$ cat config.mk
export PLATFORM = sky130hd
export DESIGN_NAME = bcd7seg_scan_mux
export DESIGN_NICKNAME = d
export VERILOG_FILES = /design/src/rtl/bcd7seg_scan_mux.sv
export SDC_FILE = /design/constraint.sdc
export NUM_CORES = 1
export LEC_CHECK = 0
export CAP_MARGIN = 30
export CORE_MARGIN = 1.5
export CORE_UTILIZATION = 50
export DETAILED_ROUTE_END_ITERATION = 12
export DONT_BUFFER_PORTS = 1
export GPL_ROUTABILITY_DRIVEN = 0
export PLACE_DENSITY_LB_ADDON = 0.2
export SETUP_SLACK_MARGIN = 0.3
export SLEW_MARGIN = 25
export SYNTH_ARGS = -nofsm -noshare
export SYNTH_HDL_FRONTEND = slang
export SYNTH_SLANG_ARGS = --single-unit
$ cat constraint.sdc
create_clock -name clk -period 3.2 [get_ports clk]
set_clock_uncertainty 0.2 [all_clocks]
set_input_delay 0.96 -clock clk [delete_from_list [all_inputs] [get_ports clk]]
set_output_delay 0.96 -clock clk [all_outputs]
set_load 0.02 [all_outputs]
$ cat src/rtl/bcd7seg_scan_mux.sv
// Time-multiplexed BCD-to-7-segment driver: double-buffered digits, blank-slot scan FSM, runtime polarity.
// Optional leading-zero blanking (adds port blank_lz) when BCD7SEG_LZ_BLANK_EN is defined.
module bcd7seg_scan_mux #(
    parameter int N_DIGITS = 4,
    parameter int SCAN_DIV = 1000
) (
    input  logic                  clk,
    input  logic                  rst_n,
    input  logic [4*N_DIGITS-1:0] bcd,
    input  logic                  load,
    input  logic                  common_cathode,
`ifdef BCD7SEG_LZ_BLANK_EN
    input  logic                  blank_lz,
`endif
    output logic [6:0]            seg,
    output logic [N_DIGITS-1:0]   dig_en,
    output logic                  frame_done
);

    localparam int CNT_W = $clog2(SCAN_DIV);
    localparam int IDX_W = (N_DIGITS > 1) ? $clog2(N_DIGITS) : 1;
    localparam logic [CNT_W-1:0] CNT_LAST = CNT_W'(SCAN_DIV - 1);
    localparam logic [IDX_W-1:0] IDX_LAST = IDX_W'(N_DIGITS - 1);

    typedef enum logic {BLANK, ON} state_t;

    state_t                state_q, state_d;
    logic [CNT_W-1:0]      cnt_q, cnt_d;
    logic [IDX_W-1:0]      idx_q, idx_d;
    logic [4*N_DIGITS-1:0] pend_q, disp_q;
    logic                  copy;

    logic [3:0]            cur_digit;
    logic                  cur_blank;
    logic [6:0]            seg_d;
    logic [N_DIGITS-1:0]   en_d;
    logic                  fd_d;

    logic [6:0]            seg_p1;
    logic [N_DIGITS-1:0]   en_p1;
    logic                  fd_p1;

    function automatic logic [6:0] dec7(input logic [3:0] v);
        case (v)
            4'd0:    dec7 = 7'b1111110;
            4'd1:    dec7 = 7'b0110000;
            4'd2:    dec7 = 7'b1101101;
            4'd3:    dec7 = 7'b1111001;
            4'd4:    dec7 = 7'b0110011;
            4'd5:    dec7 = 7'b1011011;
            4'd6:    dec7 = 7'b1011111;
            4'd7:    dec7 = 7'b1110000;
            4'd8:    dec7 = 7'b1111111;
            4'd9:    dec7 = 7'b1111011;
            default: dec7 = 7'b0000001;
        endcase
    endfunction

    // Scan FSM next state; the pending buffer is promoted when leaving the digit-0 blank slot.
    always_comb begin
        state_d = state_q;
        cnt_d   = cnt_q;
        idx_d   = idx_q;
        copy    = 1'b0;
        case (state_q)
            BLANK: begin
                state_d = ON;
                cnt_d   = '0;
                copy    = (idx_q == '0);
            end
            ON: begin
                if (cnt_q == CNT_LAST) begin
                    state_d = BLANK;
                    cnt_d   = '0;
                    idx_d   = (idx_q == IDX_LAST) ? '0 : idx_q + 1'b1;
                end else begin
                    cnt_d = cnt_q + 1'b1;
                end
            end
            default: state_d = BLANK;
        endcase
    end

    always_ff @(posedge clk or negedge rst_n) begin
        if (!rst_n) begin
            state_q <= BLANK;
            cnt_q   <= '0;
            idx_q   <= '0;
            pend_q  <= '0;
            disp_q  <= '0;
        end else begin
            state_q <= state_d;
            cnt_q   <= cnt_d;
            idx_q   <= idx_d;
            if (load) pend_q <= bcd;
            if (copy) disp_q <= pend_q;
        end
    end

    // Digit select, optional leading-zero suppression and decode for the current slot.
    always_comb begin
        logic lead_zero;
        logic [N_DIGITS-1:0] lz;
        cur_digit = '0;
        cur_blank = 1'b0;
        lz        = '0;
        lead_zero = 1'b1;
        for (int i = N_DIGITS - 1; i >= 1; i--) begin
            lead_zero = lead_zero && (disp_q[4*i +: 4] == 4'd0);
            lz[i]     = lead_zero;
        end
        en_d = '0;
        for (int i = 0; i < N_DIGITS; i++) begin
            if (idx_q == IDX_W'(i)) begin
                cur_digit = disp_q[4*i +: 4];
`ifdef BCD7SEG_LZ_BLANK_EN
                cur_blank = blank_lz && lz[i];
`else
                cur_blank = 1'b0;
`endif
                en_d[i]   = (state_q == ON);
            end
        end
        seg_d = (state_q == ON && !cur_blank) ? dec7(cur_digit) : 7'b0000000;
        fd_d  = (state_q == ON) && (cnt_q == CNT_LAST) && (idx_q == IDX_LAST);
    end

    // Output register stage (active-high internally).
    always_ff @(posedge clk or negedge rst_n) begin
        if (!rst_n) begin
            seg_p1 <= '0;
            en_p1  <= '0;
            fd_p1  <= 1'b0;
        end else begin
            seg_p1 <= seg_d;
            en_p1  <= en_d;
            fd_p1  <= fd_d;
        end
    end

    assign seg        = seg_p1 ~^ {7{common_cathode}};
    assign dig_en     = en_p1 ~^ {N_DIGITS{common_cathode}};
    assign frame_done = fd_p1;

endmodule

# After elaboration in Yosys (flattened, before gate mapping)
# Memory sizes are Yosys's and may differ from the RTL's.
# Index checks and enable logic that the tools add are counted.
[classes] div_mod_pow=0 n_eq_ne=4 addsub=2 shifts=0 n_mul=0 mux=15 reduce_logical=4 order_cmp=0 bitwise=3
[ops] op="10-bit case mux with 2 select lines" count=1
[ops] op="4-bit two-way mux" count=4
[ops] op="10-bit by 1-bit adder with 10-bit output (second input constant)" count=1
[ops] op="10-bit == test (second input constant)" count=1
[ops] op="10-bit two-way mux" count=1
[ops] op="7-bit two-way mux" count=1
[ops] op="7-bit XNOR" count=1
[ops] op="1-bit two-way mux" count=6
[ops] op="2-bit == test (second input constant)" count=2
[ops] op="4-bit XNOR" count=1
[ops] op="2-bit by 1-bit adder with 2-bit output (second input constant)" count=1
[ops] op="2-bit by 1-bit == test with 1-bit output (second input constant)" count=1
[ops] op="1-bit logical AND" count=2
[ops] op="2-bit zero test" count=1
[ops] op="2-bit two-way mux" count=1
[ops] op="1-bit case mux with 2 select lines" count=1
[ops] op="2-bit AND reduction" count=1
[ops] op="1-bit NOT" count=1
[word_totals] latchBits=0 output_inout_bits=12 word_cells=37 memories=1 rom_bits=112 ram_bits=0 reg_bits=57
[memory_table] memory="(no name shown)" depth=16 word_bits=7 read_ports=1 rd_ports_with_merged_regs=0 write_ports=0 line="44" source="case (v)"

# Logic depth before layout (Yosys ltp)
# An unclocked memory read counts as a cell.
[logic_depth] word_depth=7 depth_mapped=10 depth_no_buf=10

# Worst setup path before layout
# Ideal clock, no wire load.
[synth_timing] path_kind="in2out" from="input common_cathode" to="output dig_en[0]" slack_ns=0.354 cell_stages=2 arrival_time_ns=1.686 path_cell_list="buf_1 -> xnor2_1"
[synth_between] elab_chain_len=1
[synth_lines] element="from (decl)" line="11" source="input logic common_cathode,"
[synth_lines] element="4-bit XNOR" line="142" source="assign dig_en = en_p1 ~^ {N_DIGITS{common_cathode}};"
[synth_lines] element="to (decl)" line="16" source="output logic [N_DIGITS-1:0] dig_en,"
# No other way between the ends.

# Final worst setup path
[layout_timing] from="register idx_q[1]" to="register seg_p1[2]"
[layout_between] elab_chain_len=7
[layout_lines] element="from (decl)" line="29" source="logic [IDX_W-1:0] idx_q, idx_d;"
[layout_lines] element="from (signal assigned)" line="94" source="idx_q <= idx_d;"
[layout_lines] element="2-bit zero test" line="114" source="if (idx_q == IDX_W'(i)) begin"
[layout_lines] element="4-bit two-way mux (3 in a row)" line="114"
[layout_lines] element="4-bit two-way mux (*)" line="114"
[layout_lines] element="memory 16 x 7 bit (*)"
[layout_lines] element="7-bit two-way mux (*)" line="124" source="seg_d = (state_q == ON && !cur_blank) ? dec7(cur_digit) : 7'b0000000;"
[layout_lines] element="net seg_d[2]" line="35" source="logic [6:0] seg_d;"
[layout_lines] element="to (signal assigned)" line="135" source="seg_p1 <= seg_d;"
[layout_lines] element="to (decl)" line="39" source="logic [6:0] seg_p1;"
# Mark *: on every way through the listed nets, which the timed path passes. The rest lies on a longest branch.
# A chain may end at the register's enable or synchronous reset.

==> impl_metrics.tcl <==
set metrics [dict create \
    hold_path_class "input pin to asynchronous set/reset pin" \
    chipWidth_microns 76.0 \
    timing.fmax_ghz 0.369 \
    max-slew-margin-rel 0.581 \
    crit_chain "inv_1 -> ha_1 -> and3b_2 -> a2111oi_4 -> nor2_1 -> ha_1 -> and2_1 -> o311a_1" \
    drtIter0Drc 106 \
    synth.most_common_cell "dfrtp_1" \
    antenna_found_initial 0 \
    htreeDepth 3 \
    wl_per_cell_microns 15.3 \
    place_ws_ps 535 \
    end_kind "register" \
    critical_path_class "register to register" \
    critPathMaxStageDelay_ps 420 \
    hold_viol 0 \
    clock_sinks 57 \
    yosys_warnings 0 \
    die_h_microns 76.0 \
    grtUsageTotal 0.178 \
    syn_inst 215 \
    syn-num-nets 245 \
    tritoncts "done" \
    cts_resized 0 \
    fin_setup_tns_ps 0 \
    critPathArrivalTime_ps 2730 \
    coreArea_sq_um 5110 \
    worstPathRequired_ps 3220 \
    ys_seq_area_frac 0.535 \
    firstDrtPassIters 4 \
    fin_crit_ps 2710 \
    pin_count 32 \
    numPortBuffers 0 \
    synthesis.area_sq_um 2670 \
    yosysTopAreaCellShare 0.535 \
    hold_buffers 0 \
    rsz0062_at_grt "false" \
    max_cap_viol_count 0 \
    cts_buffers 9 \
    dpl.hpwl_microns 3140 \
    crit_fanout 9 \
    ys.flop_type "dfrtp_1" \
    fp.dieArea_sq_um 5780 \
    grt_pass1_vias 1675 \
    grt_first_pass_wirelength_microns 7840 \
    via_per_inst 5.41 \
    setup_viol 0 \
    num_antenna_cells 0 \
    crit_slowest_cell "a2111oi_4" \
    worst_pin_slew_ps 625 \
    finalWirelength_microns 4480 \
    synth_top_cell_by_area "dfrtp_1" \
    slew_viol_final 0 \
    initial_utilization 0.522 \
    synth-seq-cells 57 \
    path_clk_slew_ps 70 \
    cts_setup_buffers 0 \
    ys_async_sr_fraction 1.00 \
    grt_max_degree 58 \
    synth_edf_count 0 \
    cts_buffer_depth 2 \
    cp-start-kind "register" \
    synth_common_cells "dfrtp_1, mux2_2, xnor2_1" \
    synth.avg_cell_area_sq_um 12.4 \
    drtAntennaViolNets 0 \
    grt_overflow_total 0 \
    rows 26 \
    peakVddDrop_mv 0.359 \
    clk_latency_ps 340 \
    netlist_top_cells_area "dfrtp_1, mux2_2, xnor2_1, ha_1, nor2_1" \
    drive_gt1_frac 0.251 \
    vias 1586 \
    crit_path_frequent_cell "ha_1" \
    layout.nets 248 \
    power_density_nw_per_um2 557 \
    finalWorstSetupSlack_ps 491 \
    area_growth_pct 10.5 \
    drc 0 \
    post-route-util 0.577 \
    post-route-period-util 0.846 \
    p_leak_uw 0.00130 \
    cts-root-buf "clkbuf_8" \
    status "completed" \
    synth.distinct_cells 39 \
]
-- registers in the layout (all words and copies together) (netlist names) --
name	count
pend_q	16
idx_q	2
cnt_q	10
en_p1	4
state_q	1
disp_q	16
seg_p1	7
frame_done	1
-- critical path, delay by kind of cell (launching register included) --
kind            cells  cell delay [ps]
compound gates      2              750
fa+ha+maj           2              570
buf+inv             1               90
flops               1              410
simple gates        3              560
-- metrics by stage --
stage	hold slack, ps	power, uW	area (sq um)	std cells
after CTS	91.6	1660	2950	293
after global placement	248	894	2720	277
after detailed placement	255	899	2720	277
after floorplan	233	887	2670	215
after global routing	86.6	1720	2950	293
final	115	1640	2950	293
-- routing by layer --
| layer | GRT usage | routed length, microns | vias up | part of all wire |
|---|---|---|---|---|
| met3 | 0.0551 | 245 | 12 | 0.055 |
| met4 | 0.126 | 113 | 0 | 0.025 |
| li1 | - | - | 753 | - |
| met1 | 0.215 | 1980 | 777 | 0.44 |
| met2 | 0.272 | 2130 | 44 | 0.48 |
| met5 | 0 | 0 | - | 0 |
-- layout make-up --
cell class                      count  area, sq um
Sequential cell                    57         1430
Inverter                            9         33.8
Tap cell                           70         87.6
Fill cell                         441         2160
Timing Repair Buffer                1         7.51
Clock buffer                       11          151
Multi-Input combinational cell    140         1160
Clock inverter                      5         77.6
-- power breakdown --
group / internal, uW / total [uW] / leakage, uW / switching, uW
Combinational: 53.2 / 106 / 0.000487 / 52.4
Sequential: 760 / 780 / 0.000701 / 20.0
Clock: 477 / 754 / 0.000115 / 276
-- cells by family (layout without fill, tap and decap cells) --
group,Yosys count,in the layout,synth area share
compound gates,25,25,0.0756
fa+ha+maj,10,10,0.0469
simple gates,49,49,0.0939
xor+xnor,19,19,0.0624
buf+inv,18,26,0.0291
flops,57,57,0.535
mux,37,37,0.157
-- path summary, 6_finish.rpt --
path / start / to / slack (ps) / cells after the start
max: idx_q[1]$_DFFE_PN0P_ / seg_p1[2]$_DFF_PN0_ / 490 / 8
min: rst_n / en_p1[0]$_DFF_PN0_ / 110 / 0
max reg2reg: idx_q[1]$_DFFE_PN0P_ / seg_p1[2]$_DFF_PN0_ / 490 / 8
min reg2reg: cnt_q[0]$_DFF_PN0_ / cnt_q[0]$_DFF_PN0_ / 260 / 1
max in group asynchronous: rst_n / pend_q[1]$_DFFE_PN0P_ / 2560 / 0
min in group clk: cnt_q[0]$_DFF_PN0_ / cnt_q[0]$_DFF_PN0_ / 260 / 1
-- cells in the final DEF (no fill, tap or decap), types with 4 or more instances in the layout --
cell type   n
nand2_1     8
nor2_1     14
ha_1       10
a21oi_1     5
and2_1      5
nand3_1     4
xnor2_1    17
clkbuf_8   11
mux2_2     34
inv_1       9
nor3_1      4
dfrtp_1    57
No activity file was read; power rests on OpenSTA's default activity.
